===== src/rtl/cpu_io_if.sv =====
// cpu_io_if: CPU-side memory bus between the stack CPU core and cpu_io.
// The core drives word address, store data and write strobe, and reads
// back combinational read data in the same cycle.
interface cpu_io_if;
  logic [15:0] cpu_address;
  logic [15:0] cpu_wdata;
  logic        cpu_wr;
  logic [15:0] cpu_rdata;

  modport master (
    output cpu_address,
    output cpu_wdata,
    output cpu_wr,
    input  cpu_rdata
  );

  modport slave (
    input  cpu_address,
    input  cpu_wdata,
    input  cpu_wr,
    output cpu_rdata
  );
endinterface


===== src/rtl/cpu_io.sv =====
// cpu_io: memory / I-O bus slave for the stack CPU.
// The low address region passes through to an asynchronous-read RAM. The
// top 256 words (IO_BASE) are a register page holding the LED register, the
// UART transmit FIFO, the status register and a free-running cycle counter.
// Reads are zero latency; writes commit on the clock edge where cpu_wr is high.
// Optional feature macro: CPU_IO_UART_EN. When defined, the transmit FIFO,
// 8N1 serializer and overflow flag are built; when undefined, uart_tx is held
// high, TXDATA writes are ignored and STATUS reads as "FIFO empty" only.
module cpu_io #(
  parameter logic [14:0] IO_BASE    = 15'h7F00,
  parameter int          FIFO_DEPTH = 8,
  parameter int          BAUD_DIV   = 434
) (
  input  logic          clk,
  input  logic          rst_n,
  cpu_io_if.slave       cpu,
  output logic [14:0]   ram_addr,
  output logic [15:0]   ram_wdata,
  output logic          ram_we,
  input  logic [15:0]   ram_rdata,
  output logic [7:0]    leds,
  output logic          uart_tx
);

  localparam logic [7:0] OFF_LED    = 8'h00;
  localparam logic [7:0] OFF_TXDATA = 8'h01;
  localparam logic [7:0] OFF_STATUS = 8'h02;
  localparam logic [7:0] OFF_CYCLES = 8'h03;

  logic        io_sel;
  logic [7:0]  io_off;
  logic        led_we;
  logic        cyc_we;
  logic [7:0]  leds_q;
  logic [15:0] cycles_q;
  logic [15:0] cycles_d;
  logic [15:0] status_word;
  logic [15:0] rd_mux;
  logic        unused_addr_msb;

  // Bit 15 of the CPU address is always driven 0 by the core.
  assign unused_addr_msb = cpu.cpu_address[15];

  assign io_sel    = (cpu.cpu_address[14:8] == IO_BASE[14:8]);
  assign io_off    = cpu.cpu_address[7:0];

  assign ram_addr  = cpu.cpu_address[14:0];
  assign ram_wdata = cpu.cpu_wdata;
  assign ram_we    = cpu.cpu_wr & ~io_sel;

  assign led_we    = cpu.cpu_wr & io_sel & (io_off == OFF_LED);
  assign cyc_we    = cpu.cpu_wr & io_sel & (io_off == OFF_CYCLES);

  assign leds      = leds_q;

  // LED register keeps the low byte of every write to offset 0x00.
  always_ff @(posedge clk or negedge rst_n) begin
    if (!rst_n) begin
      leds_q <= 8'h00;
    end else if (led_we) begin
      leds_q <= cpu.cpu_wdata[7:0];
    end
  end

  // A CPU write loads the counter; otherwise it free-runs and wraps.
  always_comb begin
    cycles_d = cycles_q + 16'd1;
    if (cyc_we) begin
      cycles_d = cpu.cpu_wdata;
    end
  end

  // Cycle counter register.
  always_ff @(posedge clk or negedge rst_n) begin
    if (!rst_n) begin
      cycles_q <= 16'h0000;
    end else begin
      cycles_q <= cycles_d;
    end
  end

`ifdef CPU_IO_UART_EN

  localparam int AW = $clog2(FIFO_DEPTH);
  localparam int BW = $clog2(BAUD_DIV);
  localparam logic [AW:0]   PTR_ONE   = (AW+1)'(1);
  localparam logic [BW-1:0] BAUD_ONE  = BW'(1);
  localparam logic [BW-1:0] BAUD_LAST = BW'(BAUD_DIV - 1);

  typedef enum logic [1:0] {
    S_IDLE,
    S_START,
    S_DATA,
    S_STOP
  } tx_state_e;

  logic [7:0]    fifo_mem [FIFO_DEPTH];
  logic [AW:0]   wr_ptr_q;
  logic [AW:0]   rd_ptr_q;
  logic          fifo_full;
  logic          fifo_empty;
  logic [7:0]    fifo_head;
  logic          fifo_pop;
  logic          tx_we;
  logic          stat_we;
  logic          push_ok;
  logic          ovf_q;
  logic          ovf_d;
  tx_state_e     state_q;
  logic [BW-1:0] baud_q;
  logic [2:0]    bit_q;
  logic [7:0]    shift_q;
  logic          tx_q;
  logic          baud_done;
  logic          tx_busy;

  assign tx_we      = cpu.cpu_wr & io_sel & (io_off == OFF_TXDATA);
  assign stat_we    = cpu.cpu_wr & io_sel & (io_off == OFF_STATUS);

  // Pointers carry one extra wrap bit so full and empty are distinguishable.
  assign fifo_empty = (wr_ptr_q == rd_ptr_q);
  assign fifo_full  = (wr_ptr_q[AW] != rd_ptr_q[AW]) &&
                      (wr_ptr_q[AW-1:0] == rd_ptr_q[AW-1:0]);
  assign fifo_head  = fifo_mem[rd_ptr_q[AW-1:0]];

  assign baud_done  = (baud_q == BAUD_LAST);
  // The serializer takes a byte when idle, or at the end of a stop bit so
  // back-to-back frames leave no gap.
  assign fifo_pop   = !fifo_empty &&
                      ((state_q == S_IDLE) || ((state_q == S_STOP) && baud_done));
  // A pop in the same cycle frees a slot, so a push while full still lands.
  assign push_ok    = tx_we && (!fifo_full || fifo_pop);

  assign tx_busy    = (state_q != S_IDLE);
  assign status_word = {12'h000, ovf_q, tx_busy, fifo_empty, fifo_full};
  assign uart_tx    = tx_q;

  // FIFO storage needs no reset; the pointers define which entries are valid.
  always_ff @(posedge clk) begin
    if (push_ok) begin
      fifo_mem[wr_ptr_q[AW-1:0]] <= cpu.cpu_wdata[7:0];
    end
  end

  // FIFO pointers; reset discards any queued bytes.
  always_ff @(posedge clk or negedge rst_n) begin
    if (!rst_n) begin
      wr_ptr_q <= '0;
      rd_ptr_q <= '0;
    end else begin
      if (push_ok) begin
        wr_ptr_q <= wr_ptr_q + PTR_ONE;
      end
      if (fifo_pop) begin
        rd_ptr_q <= rd_ptr_q + PTR_ONE;
      end
    end
  end

  // Sticky overflow: a dropped push sets it, writing STATUS bit3 clears it;
  // a drop in the same cycle as the clear wins so it is never lost.
  always_comb begin
    ovf_d = ovf_q;
    if (stat_we && cpu.cpu_wdata[3]) begin
      ovf_d = 1'b0;
    end
    if (tx_we && fifo_full && !fifo_pop) begin
      ovf_d = 1'b1;
    end
  end

  // Overflow flag register.
  always_ff @(posedge clk or negedge rst_n) begin
    if (!rst_n) begin
      ovf_q <= 1'b0;
    end else begin
      ovf_q <= ovf_d;
    end
  end

  // 8N1 serializer with registered line output; the baud counter restarts on
  // every state entry so each bit lasts exactly BAUD_DIV cycles.
  always_ff @(posedge clk or negedge rst_n) begin
    if (!rst_n) begin
      state_q <= S_IDLE;
      baud_q  <= '0;
      bit_q   <= 3'd0;
      shift_q <= 8'h00;
      tx_q    <= 1'b1;
    end else begin
      case (state_q)
        S_IDLE: begin
          tx_q <= 1'b1;
          if (!fifo_empty) begin
            shift_q <= fifo_head;
            baud_q  <= '0;
            tx_q    <= 1'b0;
            state_q <= S_START;
          end
        end
        S_START: begin
          if (baud_done) begin
            baud_q  <= '0;
            bit_q   <= 3'd0;
            tx_q    <= shift_q[0];
            state_q <= S_DATA;
          end else begin
            baud_q <= baud_q + BAUD_ONE;
          end
        end
        S_DATA: begin
          if (baud_done) begin
            baud_q <= '0;
            if (bit_q == 3'd7) begin
              tx_q    <= 1'b1;
              state_q <= S_STOP;
            end else begin
              bit_q   <= bit_q + 3'd1;
              shift_q <= {1'b0, shift_q[7:1]};
              tx_q    <= shift_q[1];
            end
          end else begin
            baud_q <= baud_q + BAUD_ONE;
          end
        end
        S_STOP: begin
          if (baud_done) begin
            baud_q <= '0;
            if (!fifo_empty) begin
              shift_q <= fifo_head;
              tx_q    <= 1'b0;
              state_q <= S_START;
            end else begin
              state_q <= S_IDLE;
            end
          end else begin
            baud_q <= baud_q + BAUD_ONE;
          end
        end
        default: begin
          tx_q    <= 1'b1;
          state_q <= S_IDLE;
        end
      endcase
    end
  end

`else

  // Without the UART the FIFO always looks empty and the line stays idle.
  assign status_word = 16'h0002;
  assign uart_tx     = 1'b1;

`endif

  // Zero-latency read path: RAM outside the I/O page, register file inside.
  always_comb begin
    rd_mux = ram_rdata;
    if (io_sel) begin
      case (io_off)
        OFF_LED:    rd_mux = {8'h00, leds_q};
        OFF_STATUS: rd_mux = status_word;
        OFF_CYCLES: rd_mux = cycles_q;
        default:    rd_mux = 16'h0000;
      endcase
    end
  end

  assign cpu.cpu_rdata = rd_mux;

endmodule


===== src/flat_wrapper.sv =====
// flat-port wrapper written by rule: the top's interface ports become plain ports
module cpu_io_flat 
#(
  parameter logic [14:0] IO_BASE    = 15'h7F00,
  parameter int          FIFO_DEPTH = 8,
  parameter int          BAUD_DIV   = 434
)
  (clk, rst_n, ram_addr, ram_wdata, ram_we, ram_rdata, leds, uart_tx, cpu_cpu_address, cpu_cpu_wdata, cpu_cpu_wr, cpu_cpu_rdata);
  cpu_io_if cpu_i ();
  input  logic clk;
  input  logic rst_n;
  output logic [14:0] ram_addr;
  output logic [15:0] ram_wdata;
  output logic ram_we;
  input  logic [15:0] ram_rdata;
  output logic [7:0] leds;
  output logic uart_tx;
  input wire logic [$bits(cpu_i.cpu_address)-1:0] cpu_cpu_address;
  input wire logic [$bits(cpu_i.cpu_wdata)-1:0] cpu_cpu_wdata;
  input wire logic [$bits(cpu_i.cpu_wr)-1:0] cpu_cpu_wr;
  output wire logic [$bits(cpu_i.cpu_rdata)-1:0] cpu_cpu_rdata;
  assign cpu_i.cpu_address = cpu_cpu_address;
  assign cpu_i.cpu_wdata = cpu_cpu_wdata;
  assign cpu_i.cpu_wr = cpu_cpu_wr;
  assign cpu_cpu_rdata = cpu_i.cpu_rdata;
  cpu_io #(.IO_BASE(IO_BASE), .FIFO_DEPTH(FIFO_DEPTH), .BAUD_DIV(BAUD_DIV)) u_core (.clk(clk), .rst_n(rst_n), .cpu(cpu_i), .ram_addr(ram_addr), .ram_wdata(ram_wdata), .ram_we(ram_we), .ram_rdata(ram_rdata), .leds(leds), .uart_tx(uart_tx));
endmodule

===== config.mk =====
export PLATFORM = sky130hd
export DESIGN_NAME = cpu_io_flat
export DESIGN_NICKNAME = d
export VERILOG_FILES = /design/src/rtl/cpu_io_if.sv /design/src/rtl/cpu_io.sv /design/src/flat_wrapper.sv
export SDC_FILE = /design/constraint.sdc
export NUM_CORES = 1
export LEC_CHECK = 0
export CORE_MARGIN = 2
export CORE_UTILIZATION = 34
export CTS_CLUSTER_SIZE = 20
export DETAILED_ROUTE_END_ITERATION = 12
export PLACE_DENSITY = 0.86
export SETUP_SLACK_MARGIN = 0.05
export SKIP_LAST_GASP = 1
export SLEW_MARGIN = 10
export SYNTH_ARGS = -nofsm -noshare
export SYNTH_HDL_FRONTEND = slang
export SYNTH_SLANG_ARGS = --single-unit
export TNS_END_PERCENT = 30

===== constraint.sdc =====
create_clock -name clk -period 1.6 [get_ports clk]
set_input_delay 0.32 -clock clk [delete_from_list [all_inputs] [get_ports clk]]
set_output_delay 0.32 -clock clk [all_outputs]
set_load 0.005 [all_outputs]

==> flow_summary_export.csv, run 1 <==
group,metric,value,unit
outcome,status,"finished, violations left",
outcome,violations,"negative setup slack",
setup_path,endpoint_kind,"primary output",
sta,drv_slew,0,
power,p_total,1.764,mW
sta,holdWs,0.3916,ns
sta,period_share,123.7,%
clock_network,cts_buffers,3,
detailed_routing,vias_per_cell,4.768,
detailed_routing,wire_per_inst,15.32,microns
setup_path,critical_path_class,"primary input to primary output",
detailed_routing,vias,1750,
placement,place_area,2929,sq um
placement,gp_congestion,0.7843,
clock_network,postCtsHoldBufs,0,
detailed_routing,drt_iter0_drc,25,
grt,grt_pass1_vias,1806,
setup_path,cp_max_fo,3,
clock_network,root_buffer,"clkbuf_8",
setup_path,cp_data_required_time,1.28,ns
setup_path,cpMaxStageDelayCell,"nor4_4",
setup_path,start_kind,"primary input",
power,power.density,557.1,nW/um^2
setup_path,path_depth,9,
sta,fin_ws,-0.3786,ns
detailed_routing,drt_pre_antenna_iters,4,
floorplanning,start_util,34.86,%
setup_path,cp.arrival,1.66,ns
yosys,ys_ff_latch,24,
floorplanning,dieHeight,75.91,microns
yosys,synth_area,1758,sq um
sta,fin_worst_skew,0.008085,ns
clock_network,htreeDepth,1,
clock_network,clk_path_buf_depth,2,
clock_network,cts.clk_slew.worst_paths,0.09,ns
finish,layout_common_cells,"clkdlybuf4s50_1, buf_4, buf_2",
job,drv_cap,0,
sta,clock.fmax,0.5054,GHz
clock_network,cts_tree,"built",
yosys,synth_fp_nets,226,
clock_network,cts.sinks,24,
floorplanning,design.core.area,5042,sq um
floorplanning,die_x,75.91,microns
finish,antenna_cells,0,
finish,utilization,62.80,%
finish,final_common_cell,"clkdlybuf4s50_1",
power,ir_drop,0.0003458,V
detailed_routing,drc,0,
grt,grt_pass1_wl,8714,microns
setup_path,cp_top_family,"simple AND/OR/NAND/NOR gates",
yosys,ys.warnings.count,0,
grt,grt_remaining_overflow,0,
yosys,synth_cells,174,
grt,antenna_found_initial,0,
setup_path,crit_top_cell,"buf_6",
floorplanning,rows,26,
finish,nets,350,
setup_path,critPathBufInv,5,
setup_path,r2r_cells,5,
setup_path,cp_cell_sequence,"buf_8 > nor4_4 > and4_4 > buf_6 > and2_4 > buf_6 > buf_6 > a22o_1 > buf_2",
finish,syn_to_final_growth,80.14,%
yosys,ys_seq_area_share,34.16,%
yosys,ys_types,28,
placement,place_hpwl,3921,microns
sta,setup_viol,51,
setup_path,critical_path.max_stage_delay,0.30,ns
detailed_routing,drt_wl_total,5624,microns
floorplanning,die_area,5762,sq um
detailed_routing,ant_nets,0,
placement,port_buffers,105,
power,p_leak,1.521,nW
finish,stdcell_area,3167,sq um
grt,grt.total_usage,18.06,%
sta,hold_viol,0,
min_path,hold_path_class,"primary input to asynchronous set/reset pin",
clock_network,clk_latency,0.27,ns
sta,rsz0062_at_grt,"true",
yosys,synth.avg_cell_area,10.10,sq um
finish,layout-drive-gt1-share,42.76,%
floorplanning,ioPinCount,108,
grt,grt_max_degree,25,
sta,finalCriticalPeriod,1.979,ns
==> final timing paths <==
kind                               startpoint                  end  slack, ns
min in group clk               u_core.leds[7]       u_core.leds[7]       0.56
setup / recovery           cpu_cpu_address[6]    cpu_cpu_rdata[11]      -0.38
hold / removal                          rst_n       u_core.leds[4]       0.39
setup reg to reg           u_core.cycles_q[1]  u_core.cycles_q[12]      -0.07
max in group asynchronous               rst_n       u_core.leds[7]       0.95
hold reg to reg                u_core.leds[7]       u_core.leds[7]       0.56
==> cells by family (layout without fill, tap and decap cells) <==
family                     after synthesis  count (layout)  share of synthesized area (%)
muxes                                   24              24                          17.22
and+or+nand+nor                         43              43                          13.74
xor gates and xnor gates                14              14                          6.975
DFF                                     24              24                          34.16
buffers and inverters                   42             165                          16.94
AOI/OAI and AO/OA                       25              25                          10.04
other                                    1               1                         0.2133
adders and majority gates                1               1                         0.7116
==> layout make-up <==
type,instances,area (sq um)
clock buffer,3,41.29
clock inverter,1,30.03
fill,418,1876
inverter,5,18.77
multi-input combinational,108,964.7
sequential,24,600.6
tap,70,87.58
timing repair buffer,156,1424
==> report_power, final <==
part / switching, mW / leakage (nW) / internal, mW / total (mW)
combinational: 0.180 / 1.16 / 0.323 / 0.503
clock: 0.205 / 0.0357 / 0.335 / 0.539
sequential: 0.0711 / 0.322 / 0.651 / 0.722
total: 0.456 / 1.52 / 1.31 / 1.76
==> worst register-to-register path, stage by stage (launching register included) <==
cell	delay, ns
dfrtp_1	0.41
ha_1	0.23
nand3_2	0.18
nor4_1	0.37
xor2_1	0.11
mux2_4	0.26
==> registers in the layout, indices dropped and copies added, names as in the netlist <==
signal           flops
u_core.leds          8
u_core.cycles_q     16
==> per-stage QoR <==
stage	setup slack, ns	std cells	setup TNS, ns
5_1_grt	-0.4276	367	-8.074
3_5_place_dp	-1.104	350	-34.39
6_report	-0.3786	367	-6.049
2_1_floorplan	0.01956	174	0
3_3_place_gp	-0.9403	350	-29.05
4_1_cts	-0.3356	365	-6.821
==> metal layers <==
| layer | vias up | part of all wire [%] | wire (microns) | global-route usage [%] |
|---|---|---|---|---|
| met4 | 0 | 1.3 | 74 | 3.818 |
| met2 | 73 | 51 | 2887 | 31.52 |
| met1 | 837 | 42 | 2336 | 23.41 |
| met3 | 6 | 5.8 | 325 | 3.333 |
| li1 | 834 | - | - | - |
| met5 | - | 0 | 0 | 0 |
==> Yosys cell counts <==
library cell	count	area (sq um)
nand4_1	3	18.77
mux2i_1	1	10.01
and4_1	2	17.52
a22o_1	9	78.83
ha_1	1	12.51
clkbuf_1	1	3.750
xnor2_1	4	35.03
nand3_4	1	17.52
nor3_1	3	15.01
and2_2	1	7.510
buf_4	33	247.7
dfrtp_1	24	600.6
mux2_4	9	135.1
nor2_1	6	22.52
buf_2	1	5.000
nand3_1	4	20.02
nor4_1	6	37.54
mux2_2	14	157.7
nand2_1	12	45.04
nand3_2	2	20.02
conb_1	1	3.750
o21ai_0	9	45.04
inv_1	5	18.77
buf_6	2	22.52
and3_2	1	7.510
and2_1	2	12.51
a22oi_1	7	52.55
xor2_1	10	87.58
==> timing repair <==
item                       CTS  global route
pin swaps                   17             7
gates cloned                 0             2
hold endpoints to repair     0             0
gates resized for setup    138            20
buffers inserted            11             2
setup endpoints to repair   72            56
Power figures use the tool's default switching activity.
==> run 2, diff against run 1 <==
Settings changed: CORE_MARGIN 2 to 10, HOLD_SLACK_MARGIN from default to 0.12, RECOVER_POWER from default to 25.
==> flow_summary_export.csv, run 2 (same netlist as run 1, synthesis figures left out) <==
group,metric,value,unit
sta,fin_ws,-0.3387,ns
setup_path,path_depth,9,
sta,clock.fmax,0.5158,GHz
clock_network,cts.clk_slew.worst_paths,0.08,ns
setup_path,cp_top_family,"simple AND/OR/NAND/NOR gates",
floorplanning,die_x,91.91,microns
clock_network,cts_buffers,3,
finish,final_common_cell,"clkdlybuf4s50_1",
floorplanning,die_area,8447,sq um
grt,antenna_found_initial,0,
finish,layout_common_cells,"clkdlybuf4s50_1, buf_4, dfrtp_1",
setup_path,cp_cell_sequence,"buf_6 > nor4_4 > and4_4 > buf_6 > and2_4 > buf_6 > buf_6 > a22o_1 > buf_2",
clock_network,cts_tree,"built",
floorplanning,start_util,34.64,%
grt,grt.total_usage,13.87,%
sta,slew_headroom,59.57,%
setup_path,crit_top_cell,"buf_6",
setup_path,critPathLaunch,"cpu_cpu_address[4]",
detailed_routing,vias_per_cell,4.760,
grt,grt_pass1_vias,1907,
detailed_routing,drt_wl_total,6060,microns
setup_path,critPathBufInv,5,
detailed_routing,wire_per_inst,16.74,microns
power,ir_drop,0.0004648,V
floorplanning,ioPinCount,108,
detailed_routing,ant_nets,0,
floorplanning,rows,26,
setup_path,critical_path_class,"primary input to primary output",
finish,syn_to_final_growth,71.25,%
job,drv_cap,0,
power,power.density,515.4,nW/um^2
finish,top_register,"u_core.cycles_q",
sta,worst_slew_pin_slew,0.6064,ns
setup_path,r2r-start,"u_core.cycles_q[0]",
sta,period_share,121.2,%
setup_path,cpMaxStageDelayCell,"and4_4",
setup_path,critPathCapture,"cpu_cpu_rdata[15]",
placement,place_area,2929,sq um
setup_path,r2r_end,"u_core.cycles_q[14]",
outcome,status,"finished, violations left",
finish,nets,346,
detailed_routing,drt_iter0_drc,39,
sta,fin_worst_skew,0.004784,ns
finish,antenna_cells,0,
outcome,violations,"negative setup slack",
power,p_total,1.552,mW
sta,finalCriticalPeriod,1.939,ns
grt,grt_pass1_wl,9666,microns
sta,rsz0062_at_grt,"true",
setup_path,r2r_cells,5,
setup_path,rrSetupSlack,-0.02,ns
sta,setup_viol,44,
clock_network,clk_latency,0.26,ns
detailed_routing,drc,0,
sta,drv_slew,0,
grt,grt_max_degree,25,
clock_network,postCtsHoldBufs,0,
clock_network,root_buffer,"clkbuf_8",
setup_path,cp.arrival,1.62,ns
min_path,hold_path_class,"flip-flop to flip-flop",
floorplanning,dieHeight,91.91,microns
grt,grt_remaining_overflow,0,
clock_network,clk_path_buf_depth,2,
placement,place_hpwl,4956,microns
setup_path,start_kind,"primary input",
sta,hold_viol,0,
floorplanning,design.core.area,5075,sq um
finish,stdcell_area,3010,sq um
setup_path,cp_max_fo,6,
setup_path,critical_path.max_stage_delay,0.26,ns
setup_path,endpoint_kind,"primary output",
finish,layout-drive-gt1-share,37.33,%
detailed_routing,drt_pre_antenna_iters,4,
power,p_leak,1.430,nW
setup_path,cp_data_required_time,1.28,ns
placement,gp_congestion,0.8212,
clock_network,htreeDepth,1,
detailed_routing,vias,1723,
clock_network,cts.sinks,24,
placement,port_buffers,105,
sta,setup_tns,-4.724,ns
finish,largest_reg_flops,16,
-- run 2: cell types whose count changed in the layout (fill, tap and decap cells not counted), moves of 2 or more --
cell,delta
buf_4,+2
dlygate4sd2_1,+3
buf_2,-7
o21ai_1,+6
clkbuf_16,-2
o21ai_2,-5
-- run 2: metrics by stage --
step / hold WS [ns] / setup WS, ns / utilization, % / instances
finish: 0.5503 / -0.3387 / 59.32 / 362
global route: 0.5710 / -0.3954 / 59.32 / 362
CTS: 0.4218 / -0.3677 / 59.44 / 361
detailed placement: 0.5303 / -1.029 / 57.72 / 350
global placement: 0.5139 / -0.9177 / 57.72 / 350
floorplan: 0.02441 / 0.01956 / - / 174
-- run 2: what timing repair did --
item	CTS	global route
buffers inserted	8	1
setup endpoints to repair	72	48
pin swaps	7	3
resized for setup	118	6
gates cloned	0	0
-- run 2: power by group --
group	leakage [nW]	internal (mW)	switching (mW)	total (mW)
combinational	1.09	0.319	0.172	0.491
sequential	0.322	0.651	0.0593	0.711
clock	0.0216	0.168	0.182	0.350
total	1.43	1.14	0.413	1.55
-- run 2: worst reg2reg max path, delay by kind of cell, from the launching register on --
kind	cells	cell delay, ns
and+or+nand+nor	2	0.60
DFF	1	0.36
muxes	1	0.26
adders and majority gates	1	0.17
xor gates and xnor gates	1	0.11
-- run 2: cell type report --
type                    count  area (sq um)
fillers                   446          2064
flip-flops and latches     24         600.6
multi-input cells         108         902.1
clock buffers               3         41.29
inverters                   5         18.77
repair buffers            152          1360
well taps                  70         87.58
-- run 2: how the worst min path moves through the flow --
stage / from / end / slack (ns) / cells after the start
6_report: u_core.leds[2] / u_core.leds[2] / 0.55 / 1
4_1_cts: rst_n / u_core.cycles_q[4] / 0.42 / 2
3_5_place_dp: u_core.leds[2] / u_core.leds[2] / 0.53 / 1
3_3_place_gp: u_core.leds[0] / u_core.leds[0] / 0.51 / 1
2_1_floorplan: rst_n / u_core.cycles_q[0] / 0.02 / 0
5_1_grt: u_core.leds[5] / u_core.leds[5] / 0.57 / 1
-- run 2: per-layer routing --
layer / vias to the layer above / GRT usage (%) / routed length (microns)
li1: 826 / - / -
met1: 824 / 14.70 / 2320
met2: 69 / 25.59 / 3114
met3: 4 / 5.705 / 572
met4: 0 / 1.928 / 52
met5: - / 0 / 0
==> run 3, diff against run 2 <==
Settings changed: CORE_UTILIZATION 34 to 40, PLACE_DENSITY 0.86 to 0.94.
Clock period 1.6 ns to 2.25 ns, I/O delays scaled along.
==> flow_summary_export.csv, run 3 (same netlist as run 1, synthesis figures left out) <==
group,metric,value,unit
outcome,status,"finished, final reports clean",
setup_path,r2r_cells,5,
power,p_switching,0.3114,mW
setup_path,cp_max_fo,7,
sta,slew_headroom,11.75,%
floorplanning,rows,24,
setup_path,cp_cell_sequence,"clkbuf_2 > nor4_2 > and4_4 > o21ai_0 > buf_4 > o21ai_2 > buf_2",
finish,syn_to_final_growth,57.51,%
setup_path,r2r-start,"u_core.cycles_q[0]",
detailed_routing,drc,0,
sta,worst_slew_pin_slew,1.324,ns
placement,place_hpwl,4841,microns
power,pwr-share-seq,42.0,%
setup_path,critical_path_class,"primary input to primary output",
sta,holdWs,0.5364,ns
floorplanning,ioPinCount,108,
grt,grt_remaining_overflow,0,
detailed_routing,wire_per_inst,19.07,microns
setup_path,cpMaxStageDelayCell,"nor4_2",
sta,fin_worst_skew,0.0009630,ns
grt,grt_pass1_vias,1895,
detailed_routing,drt_pre_antenna_iters,4,
power,power.density,439.8,nW/um^2
finish,layout-drive-gt1-share,32.09,%
sta,drv_slew,0,
power,intPower,0.9064,mW
min_path,hold_start,"u_core.leds[1]",
finish,final_common_cell,"clkdlybuf4s50_1",
grt,grt_pass1_wl,9660,microns
grt,grt_max_degree,25,
grt,globalRouteMet2Util,27.38,%
sta,fin_ws,0.1097,ns
sta,rsz0062_at_grt,"true",
clock_network,cts_buffers,3,
power,p_clk_share,31.5,%
grt,top_usage_layer,"met2",
power,comb_power_share,26.5,%
setup_path,r2r_end,"u_core.cycles_q[12]",
sta,finalCriticalPeriod,2.140,ns
setup_path,cp_top_family,"simple AND/OR/NAND/NOR gates",
setup_path,start_kind,"primary input",
finish,nets,321,
power,switching_share,25.57,%
placement,pre_cts_slack,-0.6363,ns
setup_path,critPathBufInv,3,
setup_path,cp_data_required_time,1.80,ns
floorplanning,die_area,7447,sq um
clock_network,htreeDepth,1,
sta,clock.fmax,0.4672,GHz
finish,antenna_cells,0,
grt,grt.total_usage,15.96,%
min_path,hold_path_end,"u_core.leds[1]",
power,p_leak,1.312,nW
setup_path,rrSetupSlack,0.47,ns
job,drv_cap,0,
setup_path,endpoint_kind,"primary output",
placement,gp_congestion,0.8103,
floorplanning,design.core.area,4294,sq um
grt,antenna_found_initial,0,
setup_path,cp.arrival,1.69,ns
placement,port_buffers,105,
clock_network,cts.sinks,24,
detailed_routing,drt_wl_total,6102,microns
detailed_routing,vias_per_cell,5.172,
finish,layout_common_cells,"clkdlybuf4s50_1, dfrtp_1, buf_4",
floorplanning,die_x,86.30,microns
detailed_routing,drt_iter0_drc,72,
finish,largest_reg_flops,16,
grt,met3_usage,5.253,%
power,ir_drop,0.0002935,V
clock_network,cts.clk_slew.worst_paths,0.09,ns
clock_network,clk_latency,0.26,ns
floorplanning,start_util,40.94,%
detailed_routing,vias,1655,
clock_network,postCtsHoldBufs,0,
finish,top_register,"u_core.cycles_q",
floorplanning,dieHeight,86.30,microns
min_path,hold_path_class,"flip-flop to flip-flop",
clock_network,clk_path_buf_depth,2,
sta,hold_viol,0,
detailed_routing,ant_nets,0,
grt,grtUsageMet1,18.13,%
setup_path,critical_path.max_stage_delay,0.28,ns
clock_network,root_buffer,"clkbuf_8",
min_path,holdPathStages,1,
sta,period_share,95.12,%
clock_network,cts_tree,"built",
sta,setup_viol,0,
run 3: cell count changes in the layout (fill, tap and decap cells not counted), moves of 2 or more:
cell and change:
clkdlybuf4s15_1 +3, buf_2 -5, buf_12 -2, dlygate4sd2_1 -2, o21ai_0 +2, o21ai_1 -7, o21ai_2 +5, buf_6 -7
clkdlybuf4s15_2 -3, buf_4 -20, clkbuf_2 +8, dlygate4sd3_1 +2
run 3: area by class of cell:
class / count / area, sq um
clock buffers: 3 / 41.29
clock inverters: 1 / 30.03
fillers: 370 / 1525
inverters: 5 / 18.77
multi-input cells: 108 / 902.1
flip-flops and latches: 24 / 600.6
well taps: 52 / 65.06
repair buffers: 127 / 1111
run 3: power by group through the flow:
stage | registers (mW) | clock network [mW] | logic, mW
finish | 0.511 | 0.384 | 0.322
global route | 0.517 | 0.413 | 0.354
CTS | 0.510 | 0.387 | 0.330
detailed placement | 0.518 | 0 | 0.342
global placement | 0.513 | 0 | 0.332
floorplan | 0.507 | 0 | 0.150
run 3: timing repair:
item | 4_1_cts | 5_1_grt
endpoints found under the setup margin | 17 | 17
pin swaps | 8 | 7
gates resized for setup | 89 | 25
buffers inserted | 5 | 0
run 3: metal layers:
metal / vias up / wire length, microns
li1: 778 / -
met1: 777 / 2418
met2: 86 / 3012
met3: 14 / 504
met4: 0 / 167
met5: - / 0
run 3: stage by stage:
stage               instances  power [mW]  TNS (ns)  utilization (%)  area, sq um
CTS                       320       1.227  -0.04189            65.30         2804
floorplan                 174      0.6571         0                -         1758
detailed placement        311      0.8601    -9.402            63.40         2723
finish                    320       1.218         0            64.48         2769
global route              320       1.284         0            64.48         2769
global placement          311      0.8452    -8.298            63.40         2723
run 3: worst max-delay path by stage:
stage,startpoint,endpoint,slack [ns],cells after the start
6_report,cpu_cpu_address[6],cpu_cpu_rdata[0],0.11,7
2_1_floorplan,cpu_cpu_address[10],cpu_cpu_rdata[10],0.35,6
4_1_cts,cpu_cpu_address[7],cpu_cpu_rdata[9],-0.01,8
3_3_place_gp,cpu_cpu_address[14],cpu_cpu_rdata[7],-0.51,7
5_1_grt,cpu_cpu_address[6],cpu_cpu_rdata[9],0.04,8
3_5_place_dp,cpu_cpu_address[14],cpu_cpu_rdata[0],-0.64,7
